**src/rtl/p7_exec_cp0_unit_pkg.sv**
```systemverilog
// Shared constants for the E-stage ALU, the D-stage branch comparator and the M-stage CP0.
// Op codes, exception codes and CP0 register numbers live here so that RTL and bench agree.
package p7_exec_cp0_unit_pkg;

    localparam int unsigned DataWidth = 32;

    typedef enum logic [3:0] {
        ALU_ADD  = 4'd0,
        ALU_SUB  = 4'd1,
        ALU_OR   = 4'd2,
        ALU_AND  = 4'd3,
        ALU_LUI  = 4'd4,
        ALU_SLT  = 4'd5,
        ALU_SLTU = 4'd6,
        ALU_SLL  = 4'd7,
        ALU_SRL  = 4'd8,
        ALU_SRA  = 4'd9,
        ALU_XOR  = 4'd10,
        ALU_NOR  = 4'd11,
        ALU_SLLV = 4'd12,
        ALU_SRLV = 4'd13,
        ALU_SRAV = 4'd14
    } aluOp_e;

    typedef enum logic [2:0] {
        CMP_BEQ  = 3'd0,
        CMP_BNE  = 3'd1,
        CMP_BLEZ = 3'd2,
        CMP_BGTZ = 3'd3,
        CMP_BLTZ = 3'd4,
        CMP_BGEZ = 3'd5
    } cmpOp_e;

    localparam logic [2:0] NPC_PC4 = 3'b000;

    localparam logic [4:0] EXC_INT     = 5'd0;
    localparam logic [4:0] EXC_ADEL    = 5'd4;
    localparam logic [4:0] EXC_ADES    = 5'd5;
    localparam logic [4:0] EXC_SYSCALL = 5'd8;
    localparam logic [4:0] EXC_RI      = 5'd10;
    localparam logic [4:0] EXC_OV      = 5'd12;

    localparam logic [4:0] CP0_SR    = 5'd12;
    localparam logic [4:0] CP0_CAUSE = 5'd13;
    localparam logic [4:0] CP0_EPC   = 5'd14;

endpackage

```
**src/rtl/p7_exec_cp0_unit_if.sv**
```systemverilog
// Signal bundle for the ALU, branch comparator and CP0 ports of p7_exec_cp0_unit.
// The pipeline side is the master; the execution unit is the slave.
interface p7_exec_cp0_unit_if;
    import p7_exec_cp0_unit_pkg::*;

    logic [3:0]           alu_op;
    logic [DataWidth-1:0] alu_in1;
    logic [DataWidth-1:0] alu_in2;
    logic [4:0]           alu_shamt;
    logic                 alu_calc;
    logic                 alu_ovchk;
    logic                 alu_load;
    logic                 alu_store;
    logic [DataWidth-1:0] alu_out;
    logic                 alu_ov;
    logic                 alu_adel;
    logic                 alu_ades;

    logic [DataWidth-1:0] cmp_a;
    logic [DataWidth-1:0] cmp_b;
    logic [2:0]           cmp_op;
    logic                 cmp_branch;
    logic [2:0]           cmp_npcop_in;
    logic [2:0]           cmp_npcop_out;

    logic                 cp0_we;
    logic [4:0]           cp0_addr;
    logic [DataWidth-1:0] cp0_wdata;
    logic [DataWidth-1:0] cp0_rdata;
    logic [DataWidth-1:0] cp0_vpc;
    logic                 cp0_bd;
    logic [4:0]           cp0_exccode;
    logic [5:0]           cp0_hwint;
    logic                 cp0_exlclr;
    logic [DataWidth-1:0] cp0_epc;
    logic                 cp0_req;

    modport master (
        output alu_op, alu_in1, alu_in2, alu_shamt, alu_calc, alu_ovchk, alu_load, alu_store,
        input  alu_out, alu_ov, alu_adel, alu_ades,
        output cmp_a, cmp_b, cmp_op, cmp_branch, cmp_npcop_in,
        input  cmp_npcop_out,
        output cp0_we, cp0_addr, cp0_wdata, cp0_vpc, cp0_bd, cp0_exccode, cp0_hwint, cp0_exlclr,
        input  cp0_rdata, cp0_epc, cp0_req
    );

    modport slave (
        input  alu_op, alu_in1, alu_in2, alu_shamt, alu_calc, alu_ovchk, alu_load, alu_store,
        output alu_out, alu_ov, alu_adel, alu_ades,
        input  cmp_a, cmp_b, cmp_op, cmp_branch, cmp_npcop_in,
        output cmp_npcop_out,
        input  cp0_we, cp0_addr, cp0_wdata, cp0_vpc, cp0_bd, cp0_exccode, cp0_hwint, cp0_exlclr,
        output cp0_rdata, cp0_epc, cp0_req
    );

endinterface

```
**src/rtl/p7_exec_cp0_unit_cp0_regs.sv**
```systemverilog
// CP0 status/cause/EPC registers plus the interrupt/exception request that flushes the pipeline.
// Holds all architectural state of the execution unit.
module p7_exec_cp0_unit_cp0_regs
    import p7_exec_cp0_unit_pkg::*;
(
    input  logic                 clk,
    input  logic                 reset,
    input  logic                 we_i,
    input  logic [4:0]           addr_i,
    input  logic [DataWidth-1:0] wdata_i,
    input  logic [DataWidth-1:0] vpc_i,
    input  logic                 bd_i,
    input  logic [4:0]           exccode_i,
    input  logic [5:0]           hwint_i,
    input  logic                 exlclr_i,
    output logic [DataWidth-1:0] rdata_o,
    output logic [DataWidth-1:0] epc_o,
    output logic                 req_o
);

    logic [5:0]           im_q, im_d;
    logic                 exl_q, exl_d;
    logic                 ie_q, ie_d;
    logic                 bd_q, bd_d;
    logic [5:0]           ip_q, ip_d;
    logic [4:0]           excCode_q, excCode_d;
    logic [DataWidth-1:0] epc_q, epc_d;

    logic                 intReq;
    logic                 excReq;
    logic [4:0]           chosenCode;
    logic [DataWidth-1:0] pcAligned;
    logic [DataWidth-1:0] srView;
    logic [DataWidth-1:0] causeView;
    logic                 unusedBits;

    assign unusedBits = ^{wdata_i[31:16], wdata_i[9:2], vpc_i[1:0]};

    // Interrupts outrank synchronous exceptions; both are masked while EXL is set.
    assign intReq     = (|(hwint_i & im_q)) & ie_q & ~exl_q;
    assign excReq     = (exccode_i != EXC_INT) & ~exl_q;
    assign req_o      = intReq | excReq;
    assign chosenCode = intReq ? EXC_INT : exccode_i;
    assign pcAligned  = {vpc_i[31:2], 2'b00};

    always_comb begin
        im_d      = im_q;
        exl_d     = exl_q;
        ie_d      = ie_q;
        bd_d      = bd_q;
        excCode_d = excCode_q;
        epc_d     = epc_q;
        ip_d      = hwint_i;
        if (req_o) begin
            exl_d     = 1'b1;
            bd_d      = bd_i;
            excCode_d = chosenCode;
            epc_d     = bd_i ? (pcAligned - 32'd4) : pcAligned;
        end else begin
            if (exlclr_i) begin
                exl_d = 1'b0;
            end
            // A same-cycle mtc0 to SR overrides the eret clear of EXL.
            if (we_i && addr_i == CP0_SR) begin
                im_d  = wdata_i[15:10];
                exl_d = wdata_i[1];
                ie_d  = wdata_i[0];
            end
            if (we_i && addr_i == CP0_EPC) begin
                epc_d = wdata_i;
            end
        end
    end

    always_ff @(posedge clk or posedge reset) begin
        if (reset) begin
            im_q      <= '0;
            exl_q     <= 1'b0;
            ie_q      <= 1'b0;
            bd_q      <= 1'b0;
            ip_q      <= '0;
            excCode_q <= '0;
            epc_q     <= '0;
        end else begin
            im_q      <= im_d;
            exl_q     <= exl_d;
            ie_q      <= ie_d;
            bd_q      <= bd_d;
            ip_q      <= ip_d;
            excCode_q <= excCode_d;
            epc_q     <= epc_d;
        end
    end

    assign srView    = {16'b0, im_q, 8'b0, exl_q, ie_q};
    assign causeView = {bd_q, 15'b0, ip_q, 3'b0, excCode_q, 2'b0};

    always_comb begin
        rdata_o = '0;
        case (addr_i)
            CP0_SR:    rdata_o = srView;
            CP0_CAUSE: rdata_o = causeView;
            CP0_EPC:   rdata_o = epc_q;
            default:   rdata_o = '0;
        endcase
    end

    assign epc_o = epc_q;

endmodule

```
**src/rtl/p7_exec_cp0_unit.sv**
```systemverilog
// Execution/exception block of the pipelined MIPS core: E-stage ALU with overflow/address traps,
// D-stage branch comparator, and the M-stage CP0 that raises the flush/redirect request.
module p7_exec_cp0_unit
    import p7_exec_cp0_unit_pkg::*;
(
    input  logic                clk,
    input  logic                reset,
    p7_exec_cp0_unit_if.slave   bus
);

    logic [DataWidth:0]   sum33;
    logic [DataWidth:0]   diff33;
    logic                 ovAdd;
    logic                 ovSub;
    logic                 ovSel;
    logic [DataWidth-1:0] aluResult;
    logic                 cmpCond;

    // Overflow is judged on a 33-bit sign-extended result: the top two bits disagree.
    assign sum33  = {bus.alu_in1[31], bus.alu_in1} + {bus.alu_in2[31], bus.alu_in2};
    assign diff33 = {bus.alu_in1[31], bus.alu_in1} - {bus.alu_in2[31], bus.alu_in2};
    assign ovAdd  = sum33[32] ^ sum33[31];
    assign ovSub  = diff33[32] ^ diff33[31];

    always_comb begin
        aluResult = '0;
        ovSel     = 1'b0;
        case (bus.alu_op)
            ALU_ADD:  begin aluResult = sum33[31:0];  ovSel = ovAdd; end
            ALU_SUB:  begin aluResult = diff33[31:0]; ovSel = ovSub; end
            ALU_OR:   aluResult = bus.alu_in1 | bus.alu_in2;
            ALU_AND:  aluResult = bus.alu_in1 & bus.alu_in2;
            ALU_LUI:  aluResult = bus.alu_in2 << 16;
            ALU_SLT:  aluResult = {31'b0, $signed(bus.alu_in1) < $signed(bus.alu_in2)};
            ALU_SLTU: aluResult = {31'b0, bus.alu_in1 < bus.alu_in2};
            ALU_SLL:  aluResult = bus.alu_in2 << bus.alu_shamt;
            ALU_SRL:  aluResult = bus.alu_in2 >> bus.alu_shamt;
            ALU_SRA:  aluResult = $unsigned($signed(bus.alu_in2) >>> bus.alu_shamt);
            ALU_XOR:  aluResult = bus.alu_in1 ^ bus.alu_in2;
            ALU_NOR:  aluResult = ~(bus.alu_in1 | bus.alu_in2);
            ALU_SLLV: aluResult = bus.alu_in2 << bus.alu_in1[4:0];
            ALU_SRLV: aluResult = bus.alu_in2 >> bus.alu_in1[4:0];
            ALU_SRAV: aluResult = $unsigned($signed(bus.alu_in2) >>> bus.alu_in1[4:0]);
            default:  aluResult = '0;
        endcase
    end

    assign bus.alu_out  = aluResult;
    assign bus.alu_ov   = bus.alu_calc & bus.alu_ovchk & ovSel;
    assign bus.alu_adel = bus.alu_load & ovAdd;
    assign bus.alu_ades = bus.alu_store & ovAdd;

    always_comb begin
        cmpCond = 1'b0;
        case (bus.cmp_op)
            CMP_BEQ:  cmpCond = (bus.cmp_a == bus.cmp_b);
            CMP_BNE:  cmpCond = (bus.cmp_a != bus.cmp_b);
            CMP_BLEZ: cmpCond = bus.cmp_a[31] | (bus.cmp_a == '0);
            CMP_BGTZ: cmpCond = ~bus.cmp_a[31] & (bus.cmp_a != '0);
            CMP_BLTZ: cmpCond = bus.cmp_a[31];
            CMP_BGEZ: cmpCond = ~bus.cmp_a[31];
            default:  cmpCond = 1'b0;
        endcase
    end

    // An untaken branch falls through to PC+4; everything else keeps the decoder's choice.
    assign bus.cmp_npcop_out = (bus.cmp_branch && !cmpCond) ? NPC_PC4 : bus.cmp_npcop_in;

    p7_exec_cp0_unit_cp0_regs uCp0Regs (
        .clk       (clk),
        .reset     (reset),
        .we_i      (bus.cp0_we),
        .addr_i    (bus.cp0_addr),
        .wdata_i   (bus.cp0_wdata),
        .vpc_i     (bus.cp0_vpc),
        .bd_i      (bus.cp0_bd),
        .exccode_i (bus.cp0_exccode),
        .hwint_i   (bus.cp0_hwint),
        .exlclr_i  (bus.cp0_exlclr),
        .rdata_o   (bus.cp0_rdata),
        .epc_o     (bus.cp0_epc),
        .req_o     (bus.cp0_req)
    );

endmodule

```
**src/flat_wrapper.sv**
```systemverilog
// flat-port wrapper written by rule: the top's interface ports become plain ports
module p7_exec_cp0_unit_flat import p7_exec_cp0_unit_pkg::*;
  (clk, reset, bus_alu_op, bus_alu_in1, bus_alu_in2, bus_alu_shamt, bus_alu_calc, bus_alu_ovchk, bus_alu_load, bus_alu_store, bus_alu_out, bus_alu_ov, bus_alu_adel, bus_alu_ades, bus_cmp_a, bus_cmp_b, bus_cmp_op, bus_cmp_branch, bus_cmp_npcop_in, bus_cmp_npcop_out, bus_cp0_we, bus_cp0_addr, bus_cp0_wdata, bus_cp0_vpc, bus_cp0_bd, bus_cp0_exccode, bus_cp0_hwint, bus_cp0_exlclr, bus_cp0_rdata, bus_cp0_epc, bus_cp0_req);
  p7_exec_cp0_unit_if bus_i ();
  input  logic clk;
  input  logic reset;
  input wire logic [$bits(bus_i.alu_op)-1:0] bus_alu_op;
  input wire logic [$bits(bus_i.alu_in1)-1:0] bus_alu_in1;
  input wire logic [$bits(bus_i.alu_in2)-1:0] bus_alu_in2;
  input wire logic [$bits(bus_i.alu_shamt)-1:0] bus_alu_shamt;
  input wire logic [$bits(bus_i.alu_calc)-1:0] bus_alu_calc;
  input wire logic [$bits(bus_i.alu_ovchk)-1:0] bus_alu_ovchk;
  input wire logic [$bits(bus_i.alu_load)-1:0] bus_alu_load;
  input wire logic [$bits(bus_i.alu_store)-1:0] bus_alu_store;
  output wire logic [$bits(bus_i.alu_out)-1:0] bus_alu_out;
  output wire logic [$bits(bus_i.alu_ov)-1:0] bus_alu_ov;
  output wire logic [$bits(bus_i.alu_adel)-1:0] bus_alu_adel;
  output wire logic [$bits(bus_i.alu_ades)-1:0] bus_alu_ades;
  input wire logic [$bits(bus_i.cmp_a)-1:0] bus_cmp_a;
  input wire logic [$bits(bus_i.cmp_b)-1:0] bus_cmp_b;
  input wire logic [$bits(bus_i.cmp_op)-1:0] bus_cmp_op;
  input wire logic [$bits(bus_i.cmp_branch)-1:0] bus_cmp_branch;
  input wire logic [$bits(bus_i.cmp_npcop_in)-1:0] bus_cmp_npcop_in;
  output wire logic [$bits(bus_i.cmp_npcop_out)-1:0] bus_cmp_npcop_out;
  input wire logic [$bits(bus_i.cp0_we)-1:0] bus_cp0_we;
  input wire logic [$bits(bus_i.cp0_addr)-1:0] bus_cp0_addr;
  input wire logic [$bits(bus_i.cp0_wdata)-1:0] bus_cp0_wdata;
  input wire logic [$bits(bus_i.cp0_vpc)-1:0] bus_cp0_vpc;
  input wire logic [$bits(bus_i.cp0_bd)-1:0] bus_cp0_bd;
  input wire logic [$bits(bus_i.cp0_exccode)-1:0] bus_cp0_exccode;
  input wire logic [$bits(bus_i.cp0_hwint)-1:0] bus_cp0_hwint;
  input wire logic [$bits(bus_i.cp0_exlclr)-1:0] bus_cp0_exlclr;
  output wire logic [$bits(bus_i.cp0_rdata)-1:0] bus_cp0_rdata;
  output wire logic [$bits(bus_i.cp0_epc)-1:0] bus_cp0_epc;
  output wire logic [$bits(bus_i.cp0_req)-1:0] bus_cp0_req;
  assign bus_i.alu_op = bus_alu_op;
  assign bus_i.alu_in1 = bus_alu_in1;
  assign bus_i.alu_in2 = bus_alu_in2;
  assign bus_i.alu_shamt = bus_alu_shamt;
  assign bus_i.alu_calc = bus_alu_calc;
  assign bus_i.alu_ovchk = bus_alu_ovchk;
  assign bus_i.alu_load = bus_alu_load;
  assign bus_i.alu_store = bus_alu_store;
  assign bus_alu_out = bus_i.alu_out;
  assign bus_alu_ov = bus_i.alu_ov;
  assign bus_alu_adel = bus_i.alu_adel;
  assign bus_alu_ades = bus_i.alu_ades;
  assign bus_i.cmp_a = bus_cmp_a;
  assign bus_i.cmp_b = bus_cmp_b;
  assign bus_i.cmp_op = bus_cmp_op;
  assign bus_i.cmp_branch = bus_cmp_branch;
  assign bus_i.cmp_npcop_in = bus_cmp_npcop_in;
  assign bus_cmp_npcop_out = bus_i.cmp_npcop_out;
  assign bus_i.cp0_we = bus_cp0_we;
  assign bus_i.cp0_addr = bus_cp0_addr;
  assign bus_i.cp0_wdata = bus_cp0_wdata;
  assign bus_i.cp0_vpc = bus_cp0_vpc;
  assign bus_i.cp0_bd = bus_cp0_bd;
  assign bus_i.cp0_exccode = bus_cp0_exccode;
  assign bus_i.cp0_hwint = bus_cp0_hwint;
  assign bus_i.cp0_exlclr = bus_cp0_exlclr;
  assign bus_cp0_rdata = bus_i.cp0_rdata;
  assign bus_cp0_epc = bus_i.cp0_epc;
  assign bus_cp0_req = bus_i.cp0_req;
  p7_exec_cp0_unit u_core (.clk(clk), .reset(reset), .bus(bus_i));
endmodule
```
**config.mk**
```make
export PLATFORM = sky130hd
export DESIGN_NAME = p7_exec_cp0_unit_flat
export DESIGN_NICKNAME = d
export VERILOG_FILES = /design/src/rtl/p7_exec_cp0_unit_pkg.sv /design/src/rtl/p7_exec_cp0_unit_if.sv /design/src/rtl/p7_exec_cp0_unit_cp0_regs.sv /design/src/rtl/p7_exec_cp0_unit.sv /design/src/flat_wrapper.sv
export SDC_FILE = /design/constraint.sdc
export NUM_CORES = 1
export LEC_CHECK = 0
export ABC_CLOCK_PERIOD_IN_PS = 20200
export CORE_AREA = 2 2 206 208
export CTS_CLUSTER_DIAMETER = 30
export DETAILED_ROUTE_END_ITERATION = 10
export DIE_AREA = 0 0 208 210
export GPL_ROUTABILITY_DRIVEN = 0
export PLACE_DENSITY = 0.57
export RECOVER_POWER = 50
export REMOVE_ABC_BUFFERS = 1
export SYNTH_ARGS = -nofsm -noshare
export SYNTH_HDL_FRONTEND = slang
export SYNTH_SLANG_ARGS = --single-unit
```
**constraint.sdc**
```tcl
create_clock -name clk -period 20.2 [get_ports clk]
set_input_delay 6.06 -clock clk [delete_from_list [all_inputs] [get_ports clk]]
set_output_delay 6.06 -clock clk [all_outputs]
set_load 0.005 [all_outputs]
```
[Yosys cells after proc, flatten, opt, wreduce, memory -nomap -nowiden]
Cells that the tools add are included.
Cells by class
  add/sub/neg operators: 3
  order comparisons: 2
  eq/ne operators: 24
  shifts and indexed selects: 6
  muxes and demuxes: 12
  bitwise logic cells: 20
  reductions and logical operators: 13
Operators with widths (number)
  $pmux W32 S15: 1
  $mux W32: 3
  $pmux W32 S3: 1
  $lt A32 B32 Y1: 2
  $shl A32 B5 Y32: 2
  $shr A32 B5 Y32: 2
  $sshr A32 B5 Y32: 2
  $add A32 B32 Y33: 1
  $sub A32 B32 Y33: 1
  $and A32 B32 Y32: 1
  $eq A32 B32 Y1: 1
  $logic_not A32 Y1: 1
  $ne A32 B32 Y1: 1
  $not A32 Y32: 1
  $or A32 B32 Y32: 1
  $reduce_bool A32 Y1: 1
  $sub A32 B3 Y32 const B: 1
  $xor A32 B32 Y32: 1
  $eq A4 B4 Y1 const B: 7
  $eq A4 B3 Y1 const B: 4
  $eq A5 B4 Y1 const B: 3
  $and A1 B1 Y1: 8
  $eq A4 B2 Y1 const B: 2
  $and A6 B6 Y6: 1
  other kinds (21): 31
Word-level totals
  register bits after elaboration: 52
  input port bits: 233
  output and inout bits: 103
  logic and storage cells: 87

[Depth between registers and ports, before layout]
  word-level depth: 7
  depth in mapped cells: 15
  mapped depth without buffers: 13

[Hierarchy]
Synthesis repeated with hierarchy kept, for this count alone.
Unflattened totals
  cell total of the unflattened synthesis: 2092
  area total of the unflattened synthesis: 15543.7 um^2
By module, submodules not included
  p7_exec_cp0_unit: times used 1, cells each 1727, area each 12049.1 um^2, sequential area each 0.0 um^2
  p7_exec_cp0_unit_cp0_regs: times used 1, cells each 365, area each 3494.6 um^2, sequential area each 1301.2 um^2

[Worst setup path after synthesis]
No wires, ideal clock.
  kind: input -> output
  from: in bus_alu_in1[0]
  to: out bus_alu_out[26]
  arrival: 9.291 ns
  data required time: 14.140 ns
  path slack: 4.849 ns
  stages: 13
  buffers on the path: 1
  cells stage by stage: clkbuf_1 -> inv_1 -> ha_1 -> fa_1 -> o21bai_1 -> a21oi_1 -> o311a_1 -> o41ai_1 -> o2111ai_1 -> a21oi_1 -> a21oi_1 -> or4_1 -> o311ai_0
On the way
  word-level cells in the longest chain between the ends: 2
  elaborated cells between the ends (all ways): 6
  those cells by class: 2 x add/sub; 3 x shift; 1 x mux
RTL lines
  from (decl): line flat_wrapper.sv:8  | input wire logic [$bits(bus_i.alu_in1)-1:0] bus_alu_in1;
  $sub A32 B32 Y33, or another cell as far along: line p7_exec_cp0_unit.sv:21  | assign diff33 = {bus.alu_in1[31], bus.alu_in1} - {bus.alu_in2[31], bus.alu_in2};
  $pmux W32 S15 (*): line p7_exec_cp0_unit.sv:28  | case (bus.alu_op)
  to (decl): line flat_wrapper.sv:15  | output wire logic [$bits(bus_i.alu_out)-1:0] bus_alu_out;
Mark *: on every way between the ends. The rest lies on a longest branch, timed or not.

[Worst setup path after layout]
  from: in bus_alu_in2[4]
  to: out bus_alu_out[0]
On the way
  word-level cells in the longest chain between the ends: 2
  elaborated cells between the ends (all ways): 9
  those cells by class: 2 x order compare; 6 x shift; 1 x mux
RTL lines
  from (decl): line flat_wrapper.sv:9  | input wire logic [$bits(bus_i.alu_in2)-1:0] bus_alu_in2;
  $lt A32 B32 Y1, or another cell as far along: line p7_exec_cp0_unit.sv:35  | ALU_SLTU: aluResult = {31'b0, bus.alu_in1 < bus.alu_in2};
  $pmux W32 S15 (*): line p7_exec_cp0_unit.sv:28
Marked as above.

==> flow_summary.yaml <==
die:
  die_x_um: 208
  core_mm2: 0.0415
  rows: 75
  die_height_um: 210
  dieArea_mm2: 0.0437
  io_pins: 336
  initial_utilization: 0.345
timing:
  period_needed_ns: 18.05
  slew_headroom: -0.948
  tightest_slew_ns: 2.92
  max_freq_ghz: 0.0554
  rsz0062_at_grt: "no"
  tns_ns: 0
  finalSetupViolCount: 0
  fin_skew_ns: 0.00752
  finalCritPeriodShare: 0.893
  drv_slew: 120
  setup_ws_ns: 2.15
  hold_violations: 0
layout:
  layout.nets: 2581
  stdcell_count: 2788
  multi_input_area_mm2: 0.0121
  post-route-util: 0.443
  final-seq-area_mm2: 0.00130
  drive_gt1_frac: 0.0663
  n_fill_cell: 4247
  final_area_mm2: 0.0184
  area_delta_synth_final_pct: 28.2
global_route:
  gr-total-overflow: 0
  grt_util_all_layers: 0.322
  antenna_found_initial: 1
  grt_max_degree: 67
  grt_pass1_wl_um: 109000
  grt_pass1_vias: 17200
clocking:
  htree_levels: 2
  clk_path_buf_depth: 2
  ctsHoldBuffers: 0
  postCtsSetupRepairBufs: 0
  clk_latency_ns: 0.30
  tritoncts: "done"
  root_buffer: "clkbuf_16"
  numCtsBuffers: 5
  cts_resized: 0
  cts.clk_slew.worst_paths_ns: 0.07
  cts_sinks: 52
drt:
  vias: 18100
  drc_errors: 0
  drt_wl_total_um: 73800
  via_per_inst: 6.50
  dr.pass1.iters: 8
  antenna_left: 0
  wire_per_inst_um: 26.5
  drt-initial-drc-count: 2724
hold_path:
  hold_class: "flop to flop"
  min-delay-start: "u_core.uCp0Regs.excCode_q[1]"
placed_design:
  post-dp-hpwl_um: 56100
  io_buffers: 333
  place_area_mm2: 0.0182
  dp.cells: 2777
  place_ws_ns: 2.50
status:
  status: "finished, violations left"
  violations: "max-capacitance violations, max-slew violations"
synthesis:
  synth_edf_count: 0
  synthCells: 2019
  ys_seq_elements: 52
  synthesis.area_mm2: 0.0143
  synthTopCellsByArea: "mux2i_1 (10%), dfrtp_1 (9.1%), ha_1 (8.8%)"
  yosysTopAreaCellShare: 0.0999
  async_flop_share: 1.00
  yosys.area.top_type: "mux2i_1"
  syn_avg_cell_area_um2: 7.09
  yosysMostFrequentCell: "nand2_1"
  synth_common_cells: "nand2_1 (245), a21oi_1 (179), nor2_1 (179)"
  synth_seq_area_share: 0.0909
  synth_cell_types: 81
  yosys_warnings: 0
  synth_flop_cell: "dfrtp_1"
setup_path:
  worstSetupEndpointType: "output pin"
  cp_max_fo: 11
  start_kind: "input port"
  crit_buf_inv: 4
  cp_slowest_stage_delay_ns: 0.97
  slowest_stage: "clkdlybuf4s50_1"
  cp.arrival_ns: 11.99
  crit_start: "bus_alu_in2[4]"
  worstPathRequired_ns: 14.14
  path_delay_family: "compound AO/OA/AOI/OAI gates"
  cp_cell_sequence: "clkdlybuf4s50_1, inv_1, ha_1, inv_1, a221oi_1, a21oi_1, nor4_1, o31ai_1, a31oi_1, o211a_1, a2111oi_0, o2111ai_1, clkdlybuf4s50_1"
  path_class: "input port to output pin"
  timing.rr.start: "u_core.uCp0Regs.im_q[5]"
power:
  pwr_density_cell_mw_per_mm2: 47.2
  switchingPower_w: 0.000416
  p_seq_frac: 0.207
  pwr-share-clk: 0.101
  p_leak_nw: 7.66
  pwr-share-comb: 0.692
  peakVddDrop_v: 0.0000353
  p_sw_frac: 0.481
  p_int_w: 0.000450
job:
  maxCapViolations: 2
[placed cells by master (no fill, tap or decap), types with 17 or more instances in the layout]
cell type        instances
clkdlybuf4s50_1        294
xnor2_1                 21
a21o_1                  27
o21bai_1                18
buf_4                   47
o21ai_0                118
ha_1                   101
nor3_1                  38
dlygate4sd3_1           39
nor4_1                  27
a31oi_1                 25
nor2_1                 178
o22ai_1                 29
a221oi_1                29
inv_1                  103
o2111ai_1               17
a21oi_1                174
nand2_1                245
and3_1                  20
dfrtp_1                 52
nand3_1                 48
mux2i_1                137
and2_1                  26
a211oi_1                40
xor2_1                  46
o211ai_1                23
mux4_2                  42
[layout make-up]
| cell class | count | area share |
|---|---|---|
| inverters | 106 | 0.0217 |
| repair buffers | 382 | 0.201 |
| flip-flops and latches | 52 | 0.0709 |
| clock inverters | 3 | 0.00129 |
| well taps | 539 | 0.0367 |
| diodes | 3 | 0.000409 |
| multi-input cells | 1698 | 0.661 |
| clock buffers | 5 | 0.00682 |
[power by group through the flow]
| stage | clock [W] | combinational (W) | sequential (W) |
|---|---|---|---|
| CTS | 0.0000896 | 0.000592 | 0.000181 |
| floorplan | 0 | 0.000299 | 0.000174 |
| global route | 0.0000949 | 0.000637 | 0.000185 |
| detailed placement | 0 | 0.000589 | 0.000183 |
| global placement | 0 | 0.000583 | 0.000182 |
| finish | 0.0000879 | 0.000599 | 0.000179 |
[cells by family (layout without fill, tap and decap cells)]
logic type               Yosys count  in the layout  synth area share
other                              0              3                 0
AO/OA/AOI/OAI                    659            659             0.309
AND/OR/NAND/NOR                  668            668             0.217
buffers and inverters            269            496            0.0726
flip-flops                        52             52            0.0909
multiplexers                     201            201             0.179
XOR/XNOR                          67             67            0.0410
adder cells (fa/ha/maj)          103            103            0.0910
[worst min-delay path, stage by stage (launching register included)]
cell and delay (ns):
dfrtp_1 0.36, nand2_1 0.05, nand2_1 0.05
[per-stage QoR]
| stage | power, W | hold slack, ns |
|---|---|---|
| 6_report | 0.000866 | 0.486 |
| 5_1_grt | 0.000916 | 0.521 |
| 4_1_cts | 0.000862 | 0.494 |
| 3_5_place_dp | 0.000772 | 0.479 |
| 3_3_place_gp | 0.000765 | 0.460 |
| 2_1_floorplan | 0.000472 | 0.440 |
[metal layers]
| layer | share of wire | GRT usage | wire length [um] |
|---|---|---|---|
| met4 | 0.076 | 0.200 | 5640 |
| met2 | 0.43 | 0.503 | 31600 |
| met3 | 0.12 | 0.0913 | 9210 |
| met5 | 0 | 0 | 0 |
| met1 | 0.37 | 0.393 | 27300 |
[path summary, 6_finish.rpt]
path                                                end  slack, ns  cells past startpoint
min in group asynchronous      u_core.uCp0Regs.epc_o[6]       7.31                      3
max in group asynchronous          u_core.uCp0Regs.bd_q      11.25                      3
min reg2reg                u_core.uCp0Regs.excCode_q[1]       0.49                      2
max reg2reg                   u_core.uCp0Regs.epc_o[19]      16.56                      8
max                                      bus_alu_out[0]       2.15                     13
min                        u_core.uCp0Regs.excCode_q[1]       0.49                      2
[sequential cells by signal, summed over array words and instances (netlist names)]
| name | count |
|---|---|
| u_core.uCp0Regs.excCode_q | 5 |
| u_core.uCp0Regs.ip_q | 6 |
| u_core.uCp0Regs.ie_q | 1 |
| u_core.uCp0Regs.epc_o | 32 |
| u_core.uCp0Regs.im_q | 6 |
| u_core.uCp0Regs.exl_q | 1 |
| u_core.uCp0Regs.bd_q | 1 |
Power figures use the tool's default switching activity.
